<file path="src/rtl/apb_spi_pkg.sv">
// apb_spi_pkg
//   Shared types and constants for the APB-to-SPI multi-channel master.
//   - spi_state_t : APB/transfer FSM state encoding
//   - MODE0..MODE3: SPI mode numbers, mode = {CPOL, CPHA}
//   - spi_mode()  : maps a CPOL/CPHA pair onto a mode number
package apb_spi_pkg;

  typedef enum logic [2:0] {
    IDLE     = 3'd0,
    CS_SETUP = 3'd1,
    SHIFT    = 3'd2,
    CS_HOLD  = 3'd3,
    DONE     = 3'd4
  } spi_state_t;

  localparam int MODE0 = 0;
  localparam int MODE1 = 1;
  localparam int MODE2 = 2;
  localparam int MODE3 = 3;

  function automatic int spi_mode(input int cpol, input int cpha);
    return (cpol * 2) + cpha;
  endfunction

endpackage

</file>
<file path="src/rtl/spi_shift_engine.sv">
// spi_shift_engine
//   Divider, SCLK generator and tx/rx shift registers for one SPI word.
//   The APB FSM in the top tells the engine which phase it is in; the engine
//   reports divider ticks and the end of the shift phase back.
// Ports:
//   clk, reset         : clock, synchronous active-high reset
//   load               : pulse on transfer acceptance, latches tx_data
//   tx_data [DATA_W]   : word to transmit (zeros for a read)
//   setup/shifting/hold: FSM is in CS_SETUP / SHIFT / CS_HOLD
//   miso               : serial data in
//   sclk, mosi         : registered SPI clock and data out
//   rx_data [DATA_W]   : received word
//   half_tick          : last cycle of a CLK_DIV-long half period
//   shift_done         : last cycle of the SHIFT phase
module spi_shift_engine
  import apb_spi_pkg::*;
#(
  parameter int DATA_W  = 8,
  parameter int CLK_DIV = 2,
  parameter int CPOL    = 0,
  parameter int CPHA    = 0
) (
  input  logic              clk,
  input  logic              reset,
  input  logic              load,
  input  logic [DATA_W-1:0] tx_data,
  input  logic              setup,
  input  logic              shifting,
  input  logic              hold,
  input  logic              miso,
  output logic              sclk,
  output logic              mosi,
  output logic [DATA_W-1:0] rx_data,
  output logic              half_tick,
  output logic              shift_done
);

  localparam int  DIV_W = $clog2(CLK_DIV + 1);
  localparam int  HP_W  = $clog2(2 * DATA_W + 1);
  localparam int  MODE  = spi_mode(CPOL, CPHA);
  // Modes 0 and 2 sample on the leading edge, modes 1 and 3 on the trailing.
  localparam bit  SAMPLE_LEAD = (MODE == MODE0) || (MODE == MODE2);
  localparam logic IDLE_LVL = 1'(CPOL);

  logic [DIV_W-1:0]  div_cnt;
  logic [HP_W-1:0]   hp_cnt;
  logic [DATA_W-1:0] tx_sr;
  logic [DATA_W-1:0] rx_sr;
  logic [DATA_W-1:0] tx_next;
  logic              active;
  logic              hp_last;
  logic              lead_edge;
  logic              trail_edge;
  logic              sample_edge;
  logic              shift_edge;

  // Edge decode: the SCLK edge that starts half period k is produced at the
  // clock edge ending half period k-1 (or the setup phase for k = 0).
  // Even k is a leading edge, odd k a trailing edge; the last half period
  // sits at the idle level so no edge is produced when SHIFT ends.
  always_comb begin
    active      = setup | shifting | hold;
    half_tick   = active && (div_cnt == DIV_W'(CLK_DIV - 1));
    hp_last     = (hp_cnt == HP_W'(2 * DATA_W - 1));
    shift_done  = shifting && half_tick && hp_last;
    lead_edge   = half_tick && (setup || (shifting && hp_cnt[0] && !hp_last));
    trail_edge  = half_tick && shifting && !hp_cnt[0];
    sample_edge = SAMPLE_LEAD ? lead_edge : trail_edge;
    shift_edge  = SAMPLE_LEAD ? trail_edge : lead_edge;
    tx_next     = tx_sr << 1;
  end

  assign rx_data = rx_sr;

  // Half-period divider, idle and cleared outside the three CS phases.
  always_ff @(posedge clk) begin
    if (reset) begin
      div_cnt <= {DIV_W{1'b0}};
    end else if (!active || half_tick) begin
      div_cnt <= {DIV_W{1'b0}};
    end else begin
      div_cnt <= div_cnt + DIV_W'(1);
    end
  end

  // Half-period counter, only runs during SHIFT and stops at the last one.
  always_ff @(posedge clk) begin
    if (reset) begin
      hp_cnt <= {HP_W{1'b0}};
    end else if (!shifting) begin
      hp_cnt <= {HP_W{1'b0}};
    end else if (half_tick && !hp_last) begin
      hp_cnt <= hp_cnt + HP_W'(1);
    end else begin
      hp_cnt <= hp_cnt;
    end
  end

  // SCLK, MOSI and the shift registers.
  always_ff @(posedge clk) begin
    if (reset) begin
      sclk  <= IDLE_LVL;
      mosi  <= 1'b0;
      tx_sr <= {DATA_W{1'b0}};
      rx_sr <= {DATA_W{1'b0}};
    end else if (load) begin
      sclk  <= IDLE_LVL;
      tx_sr <= tx_data;
      rx_sr <= {DATA_W{1'b0}};
      // With leading-edge sampling the MSB must already be on MOSI.
      mosi  <= SAMPLE_LEAD ? tx_data[DATA_W-1] : 1'b0;
    end else begin
      if (lead_edge || trail_edge) begin
        sclk <= ~sclk;
      end
      if (sample_edge) begin
        rx_sr <= (rx_sr << 1) | DATA_W'(miso);
      end
      if (shift_edge) begin
        tx_sr <= tx_next;
        // Leading-edge samplers already presented the MSB, so move to the
        // next bit; trailing-edge samplers present the current MSB now.
        mosi  <= SAMPLE_LEAD ? tx_next[DATA_W-1] : tx_sr[DATA_W-1];
      end
      if (shift_done) begin
        mosi <= 1'b0;
      end
    end
  end

endmodule

</file>
<file path="src/rtl/apb_spi_master_mc.sv">
// apb_spi_master_mc
//   APB slave that turns each access into one full-duplex SPI word on one of
//   NUM_SLAVES chip-selects. Slave index = PADDR >> SPAN_LOG2; indices past
//   NUM_SLAVES complete with PSLVERR after one wait state and no SPI activity.
// Ports:
//   clk, reset                  : clock, synchronous active-high reset
//   PSEL, PENABLE, PWRITE       : APB control
//   PADDR [ADDR_W]              : APB address
//   PWDATA [APB_DW]             : APB write data (low DATA_W bits sent)
//   PRDATA [APB_DW]             : read data, zero-extended received word
//   PREADY, PSLVERR             : registered one-cycle completion / error
//   SCLK, MOSI, MISO            : SPI bus
//   CS_N [NUM_SLAVES]           : active-low chip-selects
module apb_spi_master_mc
  import apb_spi_pkg::*;
#(
  parameter int DATA_W     = 8,
  parameter int APB_DW     = 32,
  parameter int ADDR_W     = 16,
  parameter int NUM_SLAVES = 3,
  parameter int SPAN_LOG2  = 6,
  parameter int CLK_DIV    = 2,
  parameter int CPOL       = 0,
  parameter int CPHA       = 0
) (
  input  logic                  clk,
  input  logic                  reset,
  input  logic                  PSEL,
  input  logic                  PENABLE,
  input  logic                  PWRITE,
  input  logic [ADDR_W-1:0]     PADDR,
  input  logic [APB_DW-1:0]     PWDATA,
  output logic [APB_DW-1:0]     PRDATA,
  output logic                  PREADY,
  output logic                  PSLVERR,
  output logic                  SCLK,
  output logic                  MOSI,
  input  logic                  MISO,
  output logic [NUM_SLAVES-1:0] CS_N
);

  spi_state_t            state;
  logic                  wr;
  logic                  access;
  logic                  in_range;
  logic                  load;
  logic                  setup;
  logic                  shifting;
  logic                  hold;
  logic                  half_tick;
  logic                  shift_done;
  logic [ADDR_W-1:0]     idx;
  logic [NUM_SLAVES-1:0] cs_sel;
  logic [DATA_W-1:0]     tx_data;
  logic [DATA_W-1:0]     rx_data;
  logic                  unused_pwdata;

  // Only the low DATA_W bits of PWDATA are transmitted.
  assign unused_pwdata = ^PWDATA;

  // Address decode, acceptance and phase strobes for the engine.
  always_comb begin
    access   = PSEL & PENABLE;
    idx      = PADDR >> SPAN_LOG2;
    in_range = (idx < ADDR_W'(NUM_SLAVES));
    cs_sel   = NUM_SLAVES'(1'b1) << idx;
    load     = (state == IDLE) && access && in_range;
    setup    = (state == CS_SETUP);
    shifting = (state == SHIFT);
    hold     = (state == CS_HOLD);
    // A read shifts out zeros.
    if (PWRITE) begin
      tx_data = PWDATA[DATA_W-1:0];
    end else begin
      tx_data = {DATA_W{1'b0}};
    end
  end

  spi_shift_engine #(
    .DATA_W  (DATA_W),
    .CLK_DIV (CLK_DIV),
    .CPOL    (CPOL),
    .CPHA    (CPHA)
  ) u_engine (
    .clk        (clk),
    .reset      (reset),
    .load       (load),
    .tx_data    (tx_data),
    .setup      (setup),
    .shifting   (shifting),
    .hold       (hold),
    .miso       (MISO),
    .sclk       (SCLK),
    .mosi       (MOSI),
    .rx_data    (rx_data),
    .half_tick  (half_tick),
    .shift_done (shift_done)
  );

  // APB FSM with registered CS_N, PREADY, PSLVERR and PRDATA.
  always_ff @(posedge clk) begin
    if (reset) begin
      state   <= IDLE;
      wr      <= 1'b0;
      CS_N    <= {NUM_SLAVES{1'b1}};
      PREADY  <= 1'b0;
      PSLVERR <= 1'b0;
      PRDATA  <= {APB_DW{1'b0}};
    end else begin
      case (state)
        IDLE: begin
          PREADY  <= 1'b0;
          PSLVERR <= 1'b0;
          PRDATA  <= {APB_DW{1'b0}};
          if (access) begin
            wr <= PWRITE;
            if (in_range) begin
              state <= CS_SETUP;
              CS_N  <= ~cs_sel;
            end else begin
              // Unmapped slave: answer in the next cycle, bus untouched.
              state   <= DONE;
              PREADY  <= 1'b1;
              PSLVERR <= 1'b1;
            end
          end
        end
        CS_SETUP: begin
          if (half_tick) begin
            state <= SHIFT;
          end
        end
        SHIFT: begin
          if (shift_done) begin
            state <= CS_HOLD;
          end
        end
        CS_HOLD: begin
          if (half_tick) begin
            state   <= DONE;
            CS_N    <= {NUM_SLAVES{1'b1}};
            PREADY  <= 1'b1;
            PSLVERR <= 1'b0;
            PRDATA  <= wr ? {APB_DW{1'b0}} : APB_DW'(rx_data);
          end
        end
        DONE: begin
          state   <= IDLE;
          PREADY  <= 1'b0;
          PSLVERR <= 1'b0;
          PRDATA  <= {APB_DW{1'b0}};
        end
        default: begin
          state   <= IDLE;
          CS_N    <= {NUM_SLAVES{1'b1}};
          PREADY  <= 1'b0;
          PSLVERR <= 1'b0;
          PRDATA  <= {APB_DW{1'b0}};
        end
      endcase
    end
  end

endmodule

</file>
<file path="config.mk">
export PLATFORM = sky130hd
export DESIGN_NAME = apb_spi_master_mc
export DESIGN_NICKNAME = d
export VERILOG_FILES = /design/src/rtl/apb_spi_pkg.sv /design/src/rtl/spi_shift_engine.sv /design/src/rtl/apb_spi_master_mc.sv
export SDC_FILE = /design/constraint.sdc
export NUM_CORES = 1
export LEC_CHECK = 0
export CAP_MARGIN = 20
export CORE_MARGIN = 1
export CORE_UTILIZATION = 40
export CTS_BUF_LIST = sky130_fd_sc_hd__clkbuf_8
export DETAILED_ROUTE_END_ITERATION = 12
export PLACE_DENSITY = 0.85
export SYNTH_ARGS = -nofsm -noshare
export SYNTH_HDL_FRONTEND = slang
export SYNTH_HIERARCHICAL = 1
export SYNTH_SLANG_ARGS = --single-unit
</file>
<file path="constraint.sdc">
create_clock -name clk -period 2.1 [get_ports clk]
set_input_delay 0.42 -clock clk [delete_from_list [all_inputs] [get_ports clk]]
set_output_delay 0.42 -clock clk [all_outputs]
set_load 0.005 [all_outputs]
</file>
# Word level (Yosys, flattened, before mapping)
# Index checks and enable logic that the tools add are counted.
[word_totals] ram_bits=0 latch_bits=0 output_inout_bits=39 ff_bits=65 input_bits=54 elab_cells=89 n_memories=0 mem_bits_ro=0
[classes] addsub=2 div=0 reduce_logical=28 multipliers=0 n_shift=1 muxes=25 bitwise_logic=9 n_lt_le_gt_ge=1 eq_ne=11
[ops] op="32-bit one-hot mux with 2 select lines" n=1
[ops] op="32-bit two-way mux" n=1
[ops] op="3-bit two-way mux" n=8
[ops] op="8-bit two-way mux" n=2
[ops] op="7-bit two-way mux" n=2
[ops] op="3-bit one-hot mux with 4 select lines" n=1
[ops] op="1-bit logical AND" n=10
[ops] op="10-bit by 2-bit less-than comparator with 1-bit output (second input constant)" n=1
[ops] op="2-bit inequality test (second input constant)" n=5
[ops] op="1-bit by 10-bit << shifter with 3-bit output (first input constant)" n=1
[ops] op="3-bit one-hot mux with 3 select lines" n=1
[ops] op="8-bit by 1-bit OR with 8-bit output" n=1
[ops] op="4-bit AND reduction" n=2
[ops] op="2-bit OR reduction" n=4
[ops] op="1-bit two-way mux" n=7
[ops] op="3-bit by 2-bit == test with 1-bit output (second input constant)" n=2
[ops] op="1-bit one-hot mux with 3 select lines" n=2
[ops] op="5-bit by 1-bit adder with 5-bit output (second input constant)" n=1
[ops] op="5-bit by 4-bit == test with 1-bit output (second input constant)" n=1
[ops] op="1-bit inverter" n=4
[ops] op="2-bit AND reduction" n=2
[ops] op="3-bit by 1-bit == test with 1-bit output (second input constant)" n=1
[ops] op="3-bit == test (second input constant)" n=1
[ops] op="1-bit logical NOT" n=3
[ops] op="10 further kinds" n=13

# Depth between registers and ports, before layout
[logic_depth] depth_word=9 mapped_depth=10 depth_no_buf=9

# Cells and area by module
# Netlist, hierarchy kept.
[by_module_without_submodules] mod="apb_spi_master_mc" area_each_um2=1092.3 n_inst=1 cells_each=123 seq_area_each_um2=340.3
[by_module_without_submodules] mod="spi_shift_engine" area_each_um2=1079.8 n_inst=1 cells_each=113 seq_area_each_um2=480.5

# Least setup slack after synthesis
# OpenSTA, ideal clock, no wires.
[synth_timing] path_kind="register to register" start="register state[1]" end="register CS_N[0]" setup_ps=132 path_buffers=1 stages_incl_launch_ff=9 t_arrival_ps=2082 synth_period_minus_slack_ps=2214 required_time_ps=1968 path_slack_ps=-114 cell_sequence="dfxtp_1 > clkbuf_8 > nor3b_1 > o31ai_2 > inv_1 > a21o_1 > a32oi_2 > a211oi_1 > a22oi_1"
[synth_via] elab_chain_cells=6 word_cells_on_any_way=15 cone_classes="7 x eq/ne; 1 x mux; 3 x bitwise; 4 x reduce/logical"
[synth_rtl] item="from (decl)" line="apb_spi_master_mc.sv:42" source="spi_state_t state;"
[synth_rtl] item="from (signal assigned)" line="apb_spi_master_mc.sv:103" source="state <= IDLE;"
[synth_rtl] item="from (signal assigned)" line="apb_spi_master_mc.sv:118" source="state <= CS_SETUP;"
[synth_rtl] item="from (signal assigned)" line="apb_spi_master_mc.sv:122" source="state <= DONE;"
[synth_rtl] item="3-bit by 2-bit == test with 1-bit output" line="apb_spi_master_mc.sv:69" source="shifting = (state == SHIFT);"
[synth_rtl] item="net shifting" line="apb_spi_master_mc.sv:48" source="logic shifting;"
[synth_rtl] item="1-bit OR (2 in a row)" line="spi_shift_engine.sv:62" source="active = setup | shifting | hold;"
[synth_rtl] item="1-bit logical AND" line="spi_shift_engine.sv:63" source="half_tick = active && (div_cnt == DIV_W'(CLK_DIV - 1));"
[synth_rtl] item="net half_tick" line="apb_spi_master_mc.sv:50" source="logic half_tick;"
[synth_rtl] item="2-bit inequality test (no source line)"
[synth_rtl] item="4-bit AND reduction (no source line)"
[synth_rtl] item="to (signal assigned)" line="apb_spi_master_mc.sv:105" source="CS_N <= {NUM_SLAVES{1'b1}};"
[synth_rtl] item="to (signal assigned)" line="apb_spi_master_mc.sv:119" source="CS_N <= ~cs_sel;"
[synth_rtl] item="to (signal assigned)" line="apb_spi_master_mc.sv:141" source="CS_N <= {NUM_SLAVES{1'b1}};"
[synth_rtl] item="to (decl)" line="apb_spi_master_mc.sv:39" source="output logic [NUM_SLAVES-1:0] CS_N"
# The timed path passes the listed nets, and every way through them passes these cells.
# A chain may end at the register's enable or synchronous reset.

# Worst setup path after layout
[layout_timing] start="register state[2]" end="register PRDATA[7]"
[layout_via] word_cells_on_any_way=11 cone_classes="4 x eq/ne; 1 x mux; 3 x bitwise; 3 x reduce/logical"
[layout_rtl] item="3-bit by 2-bit == test with 1-bit output" line="apb_spi_master_mc.sv:70" source="hold = (state == CS_HOLD);"
[layout_rtl] item="net hold" line="apb_spi_master_mc.sv:49" source="logic hold;"
[layout_rtl] item="1-bit OR" line="spi_shift_engine.sv:62"
[layout_rtl] item="1-bit logical AND" line="spi_shift_engine.sv:63"
[layout_rtl] item="net half_tick" line="apb_spi_master_mc.sv:50"
[layout_rtl] item="2-bit inequality test (no source line)"
[layout_rtl] item="2-bit AND reduction (no source line)"
[layout_rtl] item="to (signal assigned)" line="apb_spi_master_mc.sv:108" source="PRDATA <= {APB_DW{1'b0}};"
[layout_rtl] item="to (signal assigned)" line="apb_spi_master_mc.sv:114" source="PRDATA <= {APB_DW{1'b0}};"
[layout_rtl] item="to (signal assigned)" line="apb_spi_master_mc.sv:144" source="PRDATA <= wr ? {APB_DW{1'b0}} : APB_DW'(rx_data);"
[layout_rtl] item="to (decl)" line="apb_spi_master_mc.sv:33" source="output logic [APB_DW-1:0] PRDATA,"
# The timed path passes the listed nets, and every way through them passes these cells.

==> reports/metrics.cfg <==
[outcome]
status = complete, no violations

[finish]
final_common_cell = dfxtp_1
nNetsFinal = 349
stdcell_area_mm2 = 0.00274
drive_above_1_share_pct = 15.7
areaGrowthSynthToFinish_pct = 26.1
final_cells = 363
diodes = 0
layout_common_cells = dfxtp_1 (41), clkdlybuf4s50_1 (38), conb_1 (24)

[synthesis]
synth_fa_ha_area_share_pct = 1.73
synthCells = 236
synth_area_mm2 = 0.00217
muxShareOfSynthArea_pct = 7.37
ys.flop_type = dfxtp_1
ys_seq_area_share_pct = 37.8
ys_async_sr_fraction_pct = 0
synth_edf_count = 0
synth_top_family_by_area = simple AND/OR/NAND/NOR gates
synth_simple_gate_area_share_pct = 21.0
synthXorXnorAreaFrac_pct = 0.403
synth-seq-cells = 41
postSynthAreaPerCell_um2 = 9.20
synthDistinctLibCells = 54
synth_warnings = 6
synth_compound_area_share_pct = 16.5

[clocking]
tritoncts = built
clockRootBuffer = clkbuf_8
cts_num_sinks = 41
clk_latency_ns = 0.30
cts_setup_buffers = 0
path_clk_slew_ns = 0.09
numCtsBuffers = 5
htree_levels = 2
clockBufferDepth = 2

[power_and_ir_drop]
powerDensity_mw_per_mm2 = 525
p_leak_nw = 1.08
power_mw = 1.44
ir_worst_vdd_mv = 0.362

[route]
wl_per_cell_um = 11.9
vias = 1783
viasPerCell = 4.91
route.detailed.drc = 0
dr.pass1.iters = 4
wl_um = 4310
antenna_left = 0
drt_iter0_drc = 105

[setup_path]
rr_endpoint = PRDATA[7]
cp.arrival_ns = 2.18
reg2reg_slack_ns = 0.11
cp_max_fo = 8
timing.rr.start = state[2]
required_ns = 2.29
start_kind = flip-flop
startpoint = state[2]
r2r_cells = 8
endpoint_kind = flip-flop
crit_type = reg -> reg

[placed_design]
gp_congestion = 0.820
dp.cells = 355
port_buffers = 38
placed_cell_area_mm2 = 0.00262
hpwl_um = 3290

[floorplanning]
die_width_um = 75.7
rows = 26
die_height_um = 75.7
start_util_pct = 42.0
core_mm2 = 0.00517
io_pins = 93
dieArea_mm2 = 0.00573

[sta]
hold_viol_final = 0
min_period_ns = 1.99
setup_viol = 0
drv_slew = 0
max_freq_mhz = 502
setup_tns_ns = 0
fin_skew_ns = 0.00741
finalCritPeriodShare_pct = 94.8

[global_routing]
track_usage_pct = 16.6
grt_pass1_vias = 1594
gr-total-overflow = 0
grt_pass1_wl_um = 7040
antenna_found_initial = 0
grt_start_max_net_pins = 16

[worst_hold_path]
hold_path_depth = 1
holdPathEnd = u_engine/div_cnt[0]
min_from = u_engine/div_cnt[0]
hold_path.class = reg -> reg

[flow_run]
cap_violations = 0

[cell families (layout without fill, tap and decap cells)]
kind of cell,Yosys count,in the layout
compound gates,47,47
xor+xnor,1,1
fa+ha+maj,3,3
buf+inv,45,79
flops,41,41
mux,16,16
other cells,1,24
simple gates,82,82
[worst max-delay path by stage]
stage / depth (start not counted) / slack (ns) / endpoint
after floorplan: 8 / 0.03 / PRDATA[0]
after global placement: 7 / -0.12 / u_engine/tx_sr[1]
after detailed placement: 7 / -0.14 / u_engine/tx_sr[1]
after CTS: 8 / 0.13 / PRDATA[6]
after global routing: 8 / -0.007 / PRDATA[4]
final: 8 / 0.11 / PRDATA[7]
[cell usage after synthesis, drive strengths merged, types with 2 or more instances]
library cell | instances | area share [%]
or4 | 2 | 0.69
nand3 | 5 | 1.4
nor3 | 3 | 1.2
nor2 | 25 | 4.4
nand2b | 2 | 0.58
mux2i | 16 | 7.4
and3 | 2 | 0.63
inv | 11 | 1.9
dfxtp | 41 | 38
nand2 | 19 | 3.3
a21oi | 9 | 2.1
ha | 3 | 1.7
nor4 | 4 | 2.1
nand3b | 2 | 0.69
or3 | 2 | 0.58
o31ai | 3 | 1.3
buf | 28 | 10
o21ai | 5 | 1.2
clkbuf | 6 | 3.1
a22oi | 10 | 3.5
a311oi | 2 | 0.81
and2 | 8 | 2.3
nor3b | 2 | 0.69
a211oi | 7 | 2.4
[critical path, stage by stage, from the launching register on]
cell      delay, ns
dfxtp_1        0.43
nand3b_1       0.17
inv_1          0.09
o31ai_2        0.20
inv_1          0.16
and3_2         0.27
o211a_1        0.32
a22oi_1        0.19
nor2_1         0.06
[what timing repair did]
item	CTS	global route
hold buffers	0	0
resized for setup	0	4
setup endpoints to repair	0	9
endpoints found under the hold margin	0	0
[report_power, final]
part	internal [mW]	switching (mW)	leakage, nW
clock	0.240	0.292	0.0447
combinational	0.0683	0.0545	0.706
sequential	0.780	0.00267	0.331
total	1.09	0.350	1.08
[registers in the layout, summed over array words and instances, names as in the netlist]
signal            flops
PSLVERR               1
u_engine/sclk         1
PRDATA                8
state                 3
u_engine/div_cnt      2
CS_N                  3
u_engine/rx_data      8
u_engine/tx_sr        7
u_engine/hp_cnt       5
wr                    1
PREADY                1
u_engine/mosi         1
[stage by stage]
stage | setup WS, ns | utilization, % | hold slack, ns
after floorplan | 0.0298 | - | 0.405
after global placement | -0.118 | 50.7 | 0.416
after detailed placement | -0.141 | 50.7 | 0.430
after CTS | 0.130 | 52.5 | 0.443
after global routing | -0.00728 | 53.0 | 0.473
final | 0.110 | 53.0 | 0.445
[metal layers]
metal / wire length [um] / vias to the layer above / GRT usage (%)
li1: - / 894 / -
met1: 1890 / 830 / 20.0
met2: 2130 / 53 / 28.5
met3: 231 / 6 / 4.76
met4: 54 / 0 / 5.76
met5: 0 / - / 0
[cell type report]
cell class	instances	area [um2]
Timing Repair Buffer	60	558
Sequential cell	41	821
Clock buffer	5	68.8
Fill cell	459	2430
Clock inverter	3	25.0
Multi-Input combinational cell	173	1140
Inverter	11	41.3
Tap cell	70	87.6
No activity file was read; power rests on OpenSTA's default activity.
